[src/rtl/alu_flag_unit.sv]
// Registered RISC-V flag set (zero/neg/carry/ovf) plus branch decision, with valid/ready, flush and stall-hold.
// Optional saturating statistics counters are built when ALU_FLAG_STATS_EN is defined.
module alu_flag_unit #(
  parameter int unsigned XLEN       = 32,
  parameter bit          RESET_ZERO = 1'b1,
  parameter int unsigned CNT_W      = 16
) (
  input  logic            clk,
  input  logic            rst,
  input  logic            in_valid,
  output logic            in_ready,
  input  logic [XLEN-1:0] operand_a,
  input  logic [XLEN-1:0] operand_b,
  input  logic [XLEN-1:0] alu_result,
  input  logic            is_branch,
  input  logic [2:0]      funct3,
  input  logic            flush,
  output logic            out_valid,
  input  logic            out_ready,
  output logic            zero_flag,
  output logic            neg_flag,
  output logic            carry_flag,
  output logic            ovf_flag,
  output logic            branch_taken
`ifdef ALU_FLAG_STATS_EN
  ,
  output logic [CNT_W-1:0] zero_cnt,
  output logic [CNT_W-1:0] taken_cnt
`endif
);

  typedef enum logic [2:0] {
    BR_EQ  = 3'b000,
    BR_NE  = 3'b001,
    BR_LT  = 3'b100,
    BR_GE  = 3'b101,
    BR_LTU = 3'b110,
    BR_GEU = 3'b111
  } br_cond_e;

  typedef struct packed {
    logic zero;
    logic neg;
    logic carry;
    logic ovf;
    logic taken;
  } flags_t;

  localparam flags_t FLAGS_RST = '{zero: RESET_ZERO, neg: 1'b0, carry: 1'b0, ovf: 1'b0, taken: 1'b0};

  logic [XLEN:0] diff;
  logic          eq, lt, ltu;
  flags_t        flags_new;
  flags_t        flags_d, flags_q;
  logic          valid_d, valid_q;
  logic          accept;

  // One subtract yields both unsigned borrow (top bit) and the signed-compare inputs.
  assign diff = {1'b0, operand_a} - {1'b0, operand_b};

  // NOTE: every signal driven from always_comb is given a default first so no path leaves it unassigned and infers a latch.
  always_comb begin
    flags_new       = '0;
    flags_new.zero  = (alu_result == '0);
    flags_new.neg   = alu_result[XLEN-1];
    flags_new.carry = diff[XLEN];
    flags_new.ovf   = (operand_a[XLEN-1] ^ operand_b[XLEN-1]) &
                      (operand_a[XLEN-1] ^ diff[XLEN-1]);
    eq  = (operand_a == operand_b);
    lt  = diff[XLEN-1] ^ flags_new.ovf;
    ltu = flags_new.carry;
    unique0 case (br_cond_e'(funct3))
      BR_EQ:   flags_new.taken = eq;
      BR_NE:   flags_new.taken = !eq;
      BR_LT:   flags_new.taken = lt;
      BR_GE:   flags_new.taken = !lt;
      BR_LTU:  flags_new.taken = ltu;
      BR_GEU:  flags_new.taken = !ltu;
      default: flags_new.taken = 1'b0;
    endcase
    flags_new.taken = flags_new.taken & is_branch;
  end

  assign in_ready = !valid_q || out_ready;
  assign accept   = in_valid && in_ready && !flush;

  // Flags are sticky: they change only on an accepted transaction, so a drained or flushed stage keeps the last result.
  always_comb begin
    valid_d = valid_q && !out_ready;
    flags_d = flags_q;
    if (flush) begin
      valid_d = 1'b0;
    end else if (accept) begin
      valid_d = 1'b1;
      flags_d = flags_new;
    end
  end

  // NOTE: sequential state uses non-blocking assignments so every register samples pre-edge values.
  always_ff @(posedge clk) begin
    if (rst) begin
      valid_q <= 1'b0;
      flags_q <= FLAGS_RST;
    end else begin
      valid_q <= valid_d;
      flags_q <= flags_d;
    end
  end

  assign out_valid    = valid_q;
  assign zero_flag    = flags_q.zero;
  assign neg_flag     = flags_q.neg;
  assign carry_flag   = flags_q.carry;
  assign ovf_flag     = flags_q.ovf;
  assign branch_taken = flags_q.taken;

`ifdef ALU_FLAG_STATS_EN
  logic [CNT_W-1:0] zero_cnt_d, zero_cnt_q;
  logic [CNT_W-1:0] taken_cnt_d, taken_cnt_q;

  // Counters saturate at all-ones rather than wrapping.
  always_comb begin
    zero_cnt_d  = zero_cnt_q;
    taken_cnt_d = taken_cnt_q;
    if (accept && flags_new.zero && (zero_cnt_q != '1)) begin
      zero_cnt_d = zero_cnt_q + CNT_W'(1);
    end
    if (accept && flags_new.taken && (taken_cnt_q != '1)) begin
      taken_cnt_d = taken_cnt_q + CNT_W'(1);
    end
  end

  always_ff @(posedge clk) begin
    if (rst) begin
      zero_cnt_q  <= '0;
      taken_cnt_q <= '0;
    end else begin
      zero_cnt_q  <= zero_cnt_d;
      taken_cnt_q <= taken_cnt_d;
    end
  end

  assign zero_cnt  = zero_cnt_q;
  assign taken_cnt = taken_cnt_q;
`endif

endmodule
[config.mk]
export PLATFORM = sky130hd
export DESIGN_NAME = alu_flag_unit
export DESIGN_NICKNAME = d
export VERILOG_FILES = /design/src/rtl/alu_flag_unit.sv
export SDC_FILE = /design/constraint.sdc
export NUM_CORES = 1
export LEC_CHECK = 0
export ABC_CLOCK_PERIOD_IN_PS = 6300
export CORE_MARGIN = 1.5
export CORE_UTILIZATION = 35
export CTS_CLUSTER_SIZE = 28
export DETAILED_ROUTE_END_ITERATION = 8
export GPL_ROUTABILITY_DRIVEN = 0
export MAX_ROUTING_LAYER = met4
export PLACE_DENSITY = 0.86
export RECOVER_POWER = 100
export SLEW_MARGIN = 10
export SYNTH_ARGS = -nofsm -noshare
export SYNTH_HDL_FRONTEND = slang
export SYNTH_SLANG_ARGS = --single-unit
[constraint.sdc]
create_clock -name clk -period 6.3 [get_ports clk]
set_clock_uncertainty 0.1 [all_clocks]
set_input_delay 0.945 -clock clk [delete_from_list [all_inputs] [get_ports clk]]
set_output_delay 0.945 -clock clk [all_outputs]
set_load 0.01 [all_outputs]
* Word-level counts from Yosys, hierarchy flattened
Index checks and enable logic that the tools add are counted.
Operators by class: add/subtract/negate cells 1, $mul 0, divide/modulo/power cells 0, $lt $le $gt $ge 0, equal/unequal tests 6, shift operators 0, multiplexer cells 2, bitwise operators 6, reductions and logical operators 14
Operators with widths (number):
- 32-bit by 32-bit subtractor with 33-bit output | 1
- 32-bit equality test | 1
- 32-bit logical NOT | 1
- 3-bit equality test (second input constant) | 4
- 1-bit logical NOT | 6
- 1-bit case mux with 6 select lines | 1
- 3-bit by 1-bit equality test with 1-bit output (second input constant) | 1
- 1-bit logical AND | 3
- 3-bit logical NOT | 1
- 1-bit XOR | 3
- 1-bit bitwise AND | 2
- 2-bit AND reduction | 1
- 2-bit OR reduction | 1
- 1-bit logical OR | 1
- 1-bit 2-to-1 mux | 1
- 1-bit inverter | 1
Word-level totals: register bits after elaboration 6, bits in latches 0, bits in writable memories 0, bits in read-only memories 0, input port bits 105, output and inout bits 7, logic and storage cells 35, memories 0

* Logic depth before layout (Yosys ltp)
Gate-level depths: netlist of run 1.
word-level depth 7, depth in mapped cells 14, gate-level depth less buffers 14

* Worst setup path after synthesis of run 1
Ideal clock, no wire load.
path type input -> register, start point in operand_b[26], end point reg flags_q, in the netlist branch_taken, setup time 0.134 ns, arrival 3.037 ns, required time 6.066 ns, path slack 3.029 ns, cell stages on the path 13, path buffers 0, cells stage by stage inv_1 > ha_1 > nand3_1 > nor4_1 > nand2_1 > a211oi_1 > o22ai_1 > fa_1 > xor2_1 > o2111ai_1 > a21oi_1 > a31oi_1 > a41oi_1
Between the ends: cells in the longest elaborated chain, start to end 7, elaborated cells on any way between the ends 10, classes of those cells add/sub: 1; eq/ne: 1; mux: 1; bitwise: 4; reduce/logical: 3
Ends and longest elaborated chain:
- start: declaration | RTL line 13 | input logic [XLEN-1:0] operand_b,
- 32-bit by 32-bit subtractor with 33-bit output | RTL line 59 | assign diff = {1'b0, operand_a} - {1'b0, operand_b};
- 1-bit XOR | RTL line 68 | (operand_a[XLEN-1] ^ diff[XLEN-1]);
- 1-bit bitwise AND | RTL line 67 | flags_new.ovf = (operand_a[XLEN-1] ^ operand_b[XLEN-1]) &
- 1-bit XOR | RTL line 70 | lt = diff[XLEN-1] ^ flags_new.ovf;
- 1-bit logical NOT | RTL line 76 | BR_GE: flags_new.taken = !lt;
- 1-bit case mux with 6 select lines (*) | RTL line 72 | unique0 case (br_cond_e'(funct3))
- 1-bit bitwise AND (*) | RTL line 81 | flags_new.taken = flags_new.taken & is_branch;
- end signal: assignment | RTL line 106 | flags_q <= flags_d;
- end: declaration | RTL line 54 | flags_t flags_d, flags_q;
Mark *: on every way between the ends. The rest lies on a longest branch, timed or not. A chain may end at the register's enable or synchronous reset.

* Worst setup path in the final report of run 1
Same ends and word-level chain as after synthesis.

==> results of run 1 <==
## layer usage
| metal | wire, um | part of all wire (%) |
|---|---|---|
| met1 | 1720 | 43 |
| met4 | 14 | 0.35 |
| met2 | 2080 | 52 |
| met3 | 207 | 5.1 |
| met5 | 0 | 0 |
## kinds of logic after synthesis
| logic type | Yosys count |
|---|---|
| flip-flops | 6 |
| XOR/XNOR | 3 |
| adder cells (fa/ha/maj) | 33 |
| AND/OR/NAND/NOR | 58 |
| buffers and inverters | 34 |
| AO/OA/AOI/OAI | 49 |
## per-stage QoR
step / area (sq um) / setup WS (ns) / cells
3_3_place_gp: 2500 / 2.37 / 341
3_5_place_dp: 2500 / 2.22 / 341
4_1_cts: 2540 / 2.41 / 344
5_1_grt: 2540 / 2.05 / 344
6_report: 2540 / 2.41 / 344
2_1_floorplan: 1330 / 3.03 / 183
## state kept, by name (all words and copies together), names as in the netlist
name	cells
carry_flag	1
branch_taken	1
ovf_flag	1
neg_flag	1
zero_flag	1
out_valid	1
## cell usage in the layout (no fill, tap or decap), drive strengths merged, types with 2 or more instances in the layout
master,Yosys,routed
nand3,2,2
a21boi,2,2
nor4b,2,2
nor4,9,9
nand3b,3,3
ha,32,32
nand4,4,4
dfxtp,6,6
clkbuf,1,3
o31ai,2,2
and4,2,2
and3,3,3
nor3,3,3
nor2b,3,3
nor2,5,5
o21ai,7,7
inv,33,33
xor2,2,2
dlygate4sd3,0,9
a21oi,21,21
a21o,4,4
a31oi,2,2
o211ai,3,3
clkdlybuf4s50,0,102
nand2,17,17
## worst max-delay path by stage
| stage | to | startpoint | cells after the start | slack (ns) |
|---|---|---|---|---|
| finish | branch_taken | operand_b[26] | 14 | 2.41 |
| global placement | branch_taken | operand_b[26] | 14 | 2.37 |
| floorplan | branch_taken | operand_b[26] | 13 | 3.03 |
| detailed placement | branch_taken | operand_b[26] | 14 | 2.22 |
| global route | branch_taken | operand_b[26] | 14 | 2.05 |
| CTS | branch_taken | operand_b[26] | 14 | 2.41 |
## Yosys cell counts (2+ instances only)
| cell type | n |
|---|---|
| nor3_1 | 3 |
| and3_1 | 3 |
| nor2_1 | 5 |
| nand4_1 | 4 |
| o21ai_0 | 6 |
| nor4b_1 | 2 |
| dfxtp_1 | 6 |
| nor2b_1 | 3 |
| ha_1 | 32 |
| nand3b_1 | 3 |
| inv_1 | 33 |
| nor4_1 | 9 |
| o31ai_1 | 2 |
| a21o_1 | 4 |
| nand2_1 | 17 |
| a31oi_1 | 2 |
| a21oi_1 | 21 |
| nand3_1 | 2 |
| o211ai_1 | 3 |
| xor2_1 | 2 |
## worst reg2reg max path, stage by stage (launching register included)
cell and delay (ns):
dfxtp_1 0.29, nor2b_1 0.15, nor3b_1 0.38, o2111ai_1 0.18, a21oi_1 0.17, a31oi_1 0.06
a41oi_1 0.17
## report_power, final
group	internal, mW	switching [mW]
clock	0.0412	0.0177
sequential	0.0402	0.000994
combinational	0.0907	0.0512
## area by class of cell
| type | count | area share [%] |
|---|---|---|
| clock buffer | 3 | 1.63 |
| inverter | 33 | 4.88 |
| multi-input combinational | 143 | 42.6 |
| sequential | 6 | 4.73 |
| tap | 48 | 2.37 |
| timing repair buffer | 111 | 43.8 |
==> results.md, run 1 <==
* Root buffer cell: clkbuf_8
* Final Core Density at about 69%
* Fmax at ~260 MHz
* FF+latch area at between 100 and 150 sq um
* Die width at 64.7 um
* Hold Buf Count CTS at 0
* FF-to-FF path depth at 6
* Clk buf depth at 2
* Worst Hold Class: reg2reg
* Diode count at 0
* Delay-heaviest family, CP: compound AO/OA/AOI/OAI gates
* Min-delay src: zero_flag
* CTS tree: yes
* Reg2Reg Launch Point: out_valid
* Tcrit/Tclk final at 61.8%
* Most used routing layer: met2
* Post-synth ARST share at 0%
* Initial Util at between 30% and 40%
* Crit Reg-Reg Endpoint: branch_taken
* Top-level port count at approximately 110
* Drt total wl at slightly above 4000 um
* Layout Nets at around 440
* CP max-delay cell: dlygate4sd3_1
* Critical path data required time at about 6.3 ns
* Synth Register Bits at 6
* Initial antenna violation count at 0
* Synth Area in Simple Gates at 24.4%
* Worst reg2reg setup slack at between 4 and 5 ns
* Die span in y at 64.7 um
* PostCTS Resize Cnt at 0
* Max stage delay on crit path at about 0.52 ns
* Max-slew headroom at between 60% and 70%
* GR Util met3 at 2.26%
* CTS buffer count at 3
* Syn avg cell area at 7.28 sq um
* Main synth FF type: dfxtp_1
* Post-DP HPWL at 3650 um
* Area share of fa/ha/maj cells after synthesis at 31.5%
* DRT Pass-1 Iters at 4
* H-tree depth at 1
* Area contributors post-synth: ha_1 (30%), inv_1 (9.3%), dfxtp_1 (9.0%)
* Number of buffers added on ports at about 110
* Number of global-route vias before repair at between 1,500 and 2,000
* Synth cell types at between 40 and 50
* Setup TNS at 0 ns
* GR Layer Usage met1 at 23.0%
* DRC violations left at 0
* Hold Path Sink: zero_flag
* Pin count of the biggest net entering global routing at 10
* Rows at 22
* Area of the multi-input gates at ~1100 sq um
* Final Max Slew Viols at 0
* PwrDens at between 90 and 100 nW/um^2
* Yosys warns at 0
* GRT Total Usage at about a fifth
* Die area at 4190 sq um
* CP bufs+invs at 2
* Largest family of logic cells by synthesized area: adder cells
* First-pass GRT wire length at about 6600 um
* Fin crit period at 3.89 ns
* Hold slack at between 0.3 and 0.4 ns
* Area growth from synthesis to layout at 90.5%
* Multiplexer share of the synthesized area at 0%
* Worst hold stages at 2
* XOR/XNOR share of the synthesized area at 1.97%
* Syn nets at 321
* Final ANT Viol Nets at 0
* Sink Count at 6
* CP Class: in2reg
* CTS clk-pin slew, worst paths at around 0.040 ns
* # Post-CTS Setup Buffers at 0
* Clk_lat worst skew at roughly 0.22 ns
* Cell breakdown of the critical path: dlygate4sd3_1, inv_1, ha_1, nand3_1, nor4_1, nand2_1, a211oi_1, o22ai_1, fa_1, xor2_1, o2111ai_1, a21oi_1, a31oi_1, a41oi_1
* Peak fanout along the critical path at 3
* Final setup fails at 0
* Leakage at 1.15 nW
* Setup crit end kind: register
* Share of the synthesized area in the top cell type at between 30 and 40%
* Worst Tran Pin Value at roughly 0.47 ns
* Share of cells above drive strength 1 at between 1 and 1.5%
* Max_cap viols at 0
* Vias at ~1,700
* Grt total ovfl at 0
* Fillers at 309
* DRT iter0 DRCs at 70
* Synth Area in Compound Gates at between 20% and 30%
* Sequential area share after synthesis at 9.01%
* Area leader, netlist: ha_1
* Final Hold Viols at 0
* Status: completed
* Mapped cell area at around 1300 sq um
* Core area at around 3700 sq um
* VDD IR max at 0.0491 mV
* CP startpoint kind: input pin
* Number of synthesized flops with an enable pin at 0
* Overall Power at ~0.24 mW
* Setup repair after global routing missed its margin: false
* WL per Instance at between 10 and 15 um
* Arr. time, crit path at roughly 3.9 ns
* Vias per cell at ~5
* Cells after Synth at ~180
* Met2 GRT Util at 35.8%
Power figures use the tool's default switching activity.
==> run 2: changes to the inputs <==
ABC_CLOCK_PERIOD_IN_PS = 3900   (was 6300)
CORE_UTILIZATION = 33   (was 35)
PLACE_DENSITY = 0.81   (was 0.86)
clock period = 3.9 ns   (was 6.3 ns; I/O delays follow)
==> results.md, run 2 (same netlist as run 1, synthesis figures left out) <==
* Dpl cell area at 2500 sq um (unchanged)
* Initial Util at 35.3% (-1.1 points)
* Setup repair after global routing missed its margin: false
* Final Hold Viols at 0 (unchanged)
* WL per Instance at 11.0 um (-5.5%)
* PostCTS Resize Cnt at 0 (unchanged)
* Critical path data required time at 3.89 ns (-2.40 ns)
* Die area at 4430 sq um (+5.8%)
* CP startpoint kind: input pin
* Pint at 0.278 mW (+61%)
* Max-slew headroom at 64.9% (-3.5 points)
* H-tree depth at 1 (unchanged)
* Overall Power at 0.389 mW (+61%)
* Arr. time, crit path at 3.54 ns (-0.34 ns)
* Hold slack at 0.362 ns (+0.00872 ns)
* Pin count of the biggest net entering global routing at 10 (unchanged)
* Diode count at 0 (unchanged)
* Design Area, Final at 2540 sq um (unchanged)
* Die width at 66.5 um (+2.9%)
* Final Max Slew Viols at 0 (unchanged)
* Share of cells above drive strength 1 at 1.35% (unchanged)
* Worst Tran Pin Value at 0.522 ns (+0.0525 ns)
* Clk_lat worst skew at 0.23 ns (about the same)
* Fin crit period at ~3.5 ns
* Setup crit end kind: register
* Commonest cells after routing, fill and taps aside: clkdlybuf4s50_1 (102), inv_1 (33), ha_1 (32), a21oi_1 (21), nand2_1 (17)
* Root buffer cell: clkbuf_8
* Post-DP HPWL at 3540 um (-3.1%)
* CTS buffer count at 3 (unchanged)
* # Post-CTS Setup Buffers at 0 (unchanged)
* Tcrit/Tclk final at around nine tenths
* Drt total wl at 3800 um (-5.5%)
* Flop pwr share at 17.1% (about the same)
* First-pass GRT wire length at 6510 um (-1.5%)
* Fmax at 282 MHz
* CTS clk-pin slew, worst paths at 0.04 ns (about the same)
* Area growth from synthesis to layout at 90.5% (unchanged)
* Peak fanout along the critical path at 3 (unchanged)
* CTS tree: yes
* Comb pwr share at 58.3% (-0.4 points)
* Sink Count at 6 (unchanged)
* PwrDens at 153 nW/um^2 (+61%)
* Cell breakdown of the critical path: dlygate4sd3_1, inv_1, ha_1, nand3_1, nor4_1, nand2_1, a211oi_1, o22ai_1, fa_1, xor2_1, o2111ai_1, a21oi_1, a31oi_1, a41oi_1
* Layout Nets at 436 (unchanged)
* Number of global-route vias before repair at 1,704 (+4.1%)
* Leakage at 1.15 nW (unchanged)
* Grt total ovfl at 0 (unchanged)
* CP max-delay cell: dlygate4sd3_1
* Final worst slack at 0.357 ns (-2.05 ns)
* DRC violations left at 0 (unchanged)
* CP Class: in2reg
* Status: completed
* Setup TNS at 0 ns (unchanged)
* Core area at 3770 sq um (+3.0%)
* Die span in y at 66.5 um (+2.9%)
* Dpl cells at 341 (unchanged)
* Fin cells at 344 (unchanged)
* Hold Buf Count CTS at 0 (unchanged)
* Clock power frac at 24.6% (+0.3 points)
* Rows at 22 (unchanged)
* Final setup fails at 0 (unchanged)
* Number of buffers added on ports at 111 (unchanged)
* DRT iter0 DRCs at 27 (-61%)
* Final ANT Viol Nets at 0 (unchanged)
* P_sw at 0.112 mW (+60%)
* Top-level port count at 112 (unchanged)
* Clk buf depth at 2 (unchanged)
* Vias per cell at 4.90 (-0.30%)
* GRT Total Usage at 18.3% (-1.2 points)
* DRT Pass-1 Iters at 4 (unchanged)
* Initial antenna violation count at 0 (unchanged)
* Final Core Density at 67.3% (-2.0 points)
* Max_cap viols at 0 (unchanged)
* Worst Hold Class: reg2reg
* Max stage delay on crit path at 0.53 ns (about the same)
* Most common cell after layout, fill and taps aside: clkdlybuf4s50_1
* Vias at 1,686 (-0.30%)
* VDD IR max at 0.0763 mV (+55%)
* Place WS at 0.200 ns (-2.02 ns)
* Fillers at 331 (+7.1%)
* Net Sw Frac at 28.7% (-0.20 points)
[run 2: cell counts in the layout (fill, tap and decap cells not counted)]
No cell type changed its count.
[run 2: worst paths after layout]
check	start	end	slack, ns	cells after the start
setup / recovery	operand_b[26]	branch_taken	0.36	14
hold / removal	zero_flag	zero_flag	0.36	2
setup reg to reg	out_valid	branch_taken	2.36	7
hold reg to reg	zero_flag	zero_flag	0.36	2
[run 2: layout make-up]
type                            instances  area, sq um  area share (%)
Sequential cell                         6          120            4.73
Tap cell                               48         60.1            2.37
Multi-Input combinational cell        143         1080            42.6
Timing Repair Buffer                  111         1110            43.8
Inverter                               33          124            4.88
Clock buffer                            3         41.3            1.63
[run 2: routing by layer]
layer	routed length (um)	GRT usage [%]
met1	1590	21.2
met2	1880	33.5
met3	298	2.20
met4	36	4.34
met5	0	-
[run 2: worst max-delay path, delay by kind of cell]
kind            cells  cell delay [ns]
compound gates      6             0.83
simple gates        3             0.74
fa+ha+maj           2             0.67
buf+inv             2             0.57
xor+xnor            1             0.15
[run 2: power by group through the flow]
stage	Sequential, mW	Combinational, mW	Clock, mW
finish	0.0665	0.227	0.0959
global route	0.0668	0.256	0.103
CTS	0.0666	0.232	0.0977
detailed placement	0.0676	0.231	0
global placement	0.0675	0.227	0
floorplan	0.0690	0.0956	0
==> run 3: changes to the inputs <==
CORE_ASPECT_RATIO = 0.7   (was default)
CORE_MARGIN = default   (was 1.5)
==> results.md, run 3 (same netlist as run 1, synthesis figures left out) <==
* DRC violations left at 0 (unchanged)
* Most common cell after layout, fill and taps aside: clkdlybuf4s50_1
* PostCTS Resize Cnt at 0 (unchanged)
* Final setup fails at 0 (unchanged)
* Diode count at 0 (unchanged)
* Worst Tran Pin Value at 0.584 ns (+0.0618 ns)
* Overall Power at 0.392 mW (+0.80%)
* Cell breakdown of the critical path: dlygate4sd3_1, inv_1, ha_1, nand3_1, nor4_1, nand2_1, a211oi_1, o22ai_1, fa_1, xor2_1, o2111ai_1, a21oi_1, a31oi_1, a41oi_1
* CTS tree: yes
* First-pass GRT wire length at 6470 um (-0.52%)
* Worst Hold Class: reg2reg
* Die width at 78.0 um (+17%)
* Sink Count at 6 (unchanged)
* CP startpoint kind: input pin
* Final Core Density at 68.8% (+1.5 points)
* Rows at 18 (-18%)
* Vias per cell at 4.83 (-1.4%)
* CP Class: in2reg
* Fin crit period at 3.57 ns (+0.0271 ns)
* Dpl cell area at 2500 sq um (+0.10%)
* Place WS at 0.196 ns (-0.00400 ns)
* # Post-CTS Setup Buffers at 0 (unchanged)
* DRT iter0 DRCs at 50 (+85%)
* Vias at 1,672 (-0.83%)
* Setup repair after global routing missed its margin: false
* Final ANT Viol Nets at 0 (unchanged)
* Pin count of the biggest net entering global routing at 10 (unchanged)
* CTS clk-pin slew, worst paths at 0.04 ns (about the same)
* PwrDens at 154 nW/um^2 (+0.70%)
* Drt total wl at 4140 um (+9.0%)
* Status: completed
* Tcrit/Tclk final at 91.5% (+0.70 points)
* Fmax at 280 MHz (-0.76%)
* Hold Buf Count CTS at 0 (unchanged)
* Design Area, Final at 2540 sq um (about the same)
* WL per Instance at 12.0 um (+8.3%)
* Clk buf depth at 2 (unchanged)
* Peak fanout along the critical path at 3 (unchanged)
* H-tree depth at 1 (unchanged)
* Die span in y at 55.2 um (-17%)
* Critical path data required time at 3.89 ns (about the same)
* Max-slew headroom at 60.4% (-4.4 points)
* Grt total ovfl at 0 (unchanged)
* CTS buffer count at 3 (unchanged)
* Die area at 4300 sq um (-2.9%)
* Number of global-route vias before repair at 1,521 (-11%)
* Layout Nets at 436 (unchanged)
* Core area at 3690 sq um (-2.1%)
* Top-level port count at 112 (unchanged)
* Final Max Slew Viols at 0 (unchanged)
* Leakage at 1.15 nW (about the same)
* CP max-delay cell: nor4_1
* VDD IR max at 0.139 mV (+82%)
* Initial Util at 36.1% (+0.74 points)
* Setup TNS at 0 ns (unchanged)
* Clk_lat worst skew at 0.23 ns (about the same)
* Max stage delay on crit path at 0.55 ns (+0.02 ns)
* Initial antenna violation count at 0 (unchanged)
* Arr. time, crit path at 3.56 ns (+0.02 ns)
* Commonest cells after routing, fill and taps aside: clkdlybuf4s50_1 (100), inv_1 (33), ha_1 (32), a21oi_1 (21), nand2_1 (17)
* GRT Total Usage at 19.7% (+1.4 points)
* Root buffer cell: clkbuf_8
* Post-DP HPWL at 3750 um (+6.0%)
* Final worst slack at 0.330 ns (-0.0271 ns)
* DRT Pass-1 Iters at 4 (unchanged)
* Share of cells above drive strength 1 at 1.35% (unchanged)
* Setup crit end kind: register
* Max_cap viols at 0 (unchanged)
* Area growth from synthesis to layout at 90.7% (about the same)
* Final Hold Viols at 0 (unchanged)
* Number of buffers added on ports at 111 (unchanged)
-- run 3: changes by cell type in the layout (fill, tap and decap cells not counted), sizes merged --
cell	change
dlygate4sd3	+2
clkdlybuf4s50	-2
-- run 3: critical path, delay by kind of cell --
family,cells,cell delay (ns)
AO/OA/AOI/OAI,6,0.82
AND/OR/NAND/NOR,3,0.76
adder cells (fa/ha/maj),2,0.67
buffers and inverters,2,0.57
XOR/XNOR,1,0.15
-- run 3: area by class of cell --
type / count / area [sq um]
sequential: 6 / 120
multi-input combinational: 143 / 1080
inverter: 33 / 124
clock buffer: 3 / 41.3
fill: 335 / 1150
tap: 50 / 62.6
timing repair buffer: 111 / 1110
-- run 3: through the flow --
| stage | hold WS, ns | std cells |
|---|---|---|
| 4_1_cts | 0.362 | 346 |
| 2_1_floorplan | 0.381 | 183 |
| 3_5_place_dp | 0.356 | 343 |
| 3_3_place_gp | 0.346 | 343 |
| 6_report | 0.355 | 346 |
| 5_1_grt | 0.398 | 346 |
-- run 3: layer usage --
metal	vias up	track usage [%]	wire, um
met1	721	25.4	2000
met3	4	2.13	172
li1	896	-	-
met4	0	4.63	28
met2	51	34.1	1940
met5	-	-	0
-- run 3: path summary, 6_finish.rpt --
path	from	to	slack (ns)	cells after the start
worst max register to register	out_valid	branch_taken	2.33	6
worst max-delay path	operand_b[25]	branch_taken	0.33	14
worst min-delay path	zero_flag	zero_flag	0.35	2
worst min register to register	zero_flag	zero_flag	0.35	2
-- run 3: where the power goes --
part	leakage [nW]	switching (mW)	internal [mW]	total, mW
clock network	0.0216	0.0293	0.0665	0.0958
registers	0.0491	0.00136	0.0650	0.0663
logic	1.08	0.0839	0.146	0.230
total	1.15	0.115	0.278	0.392
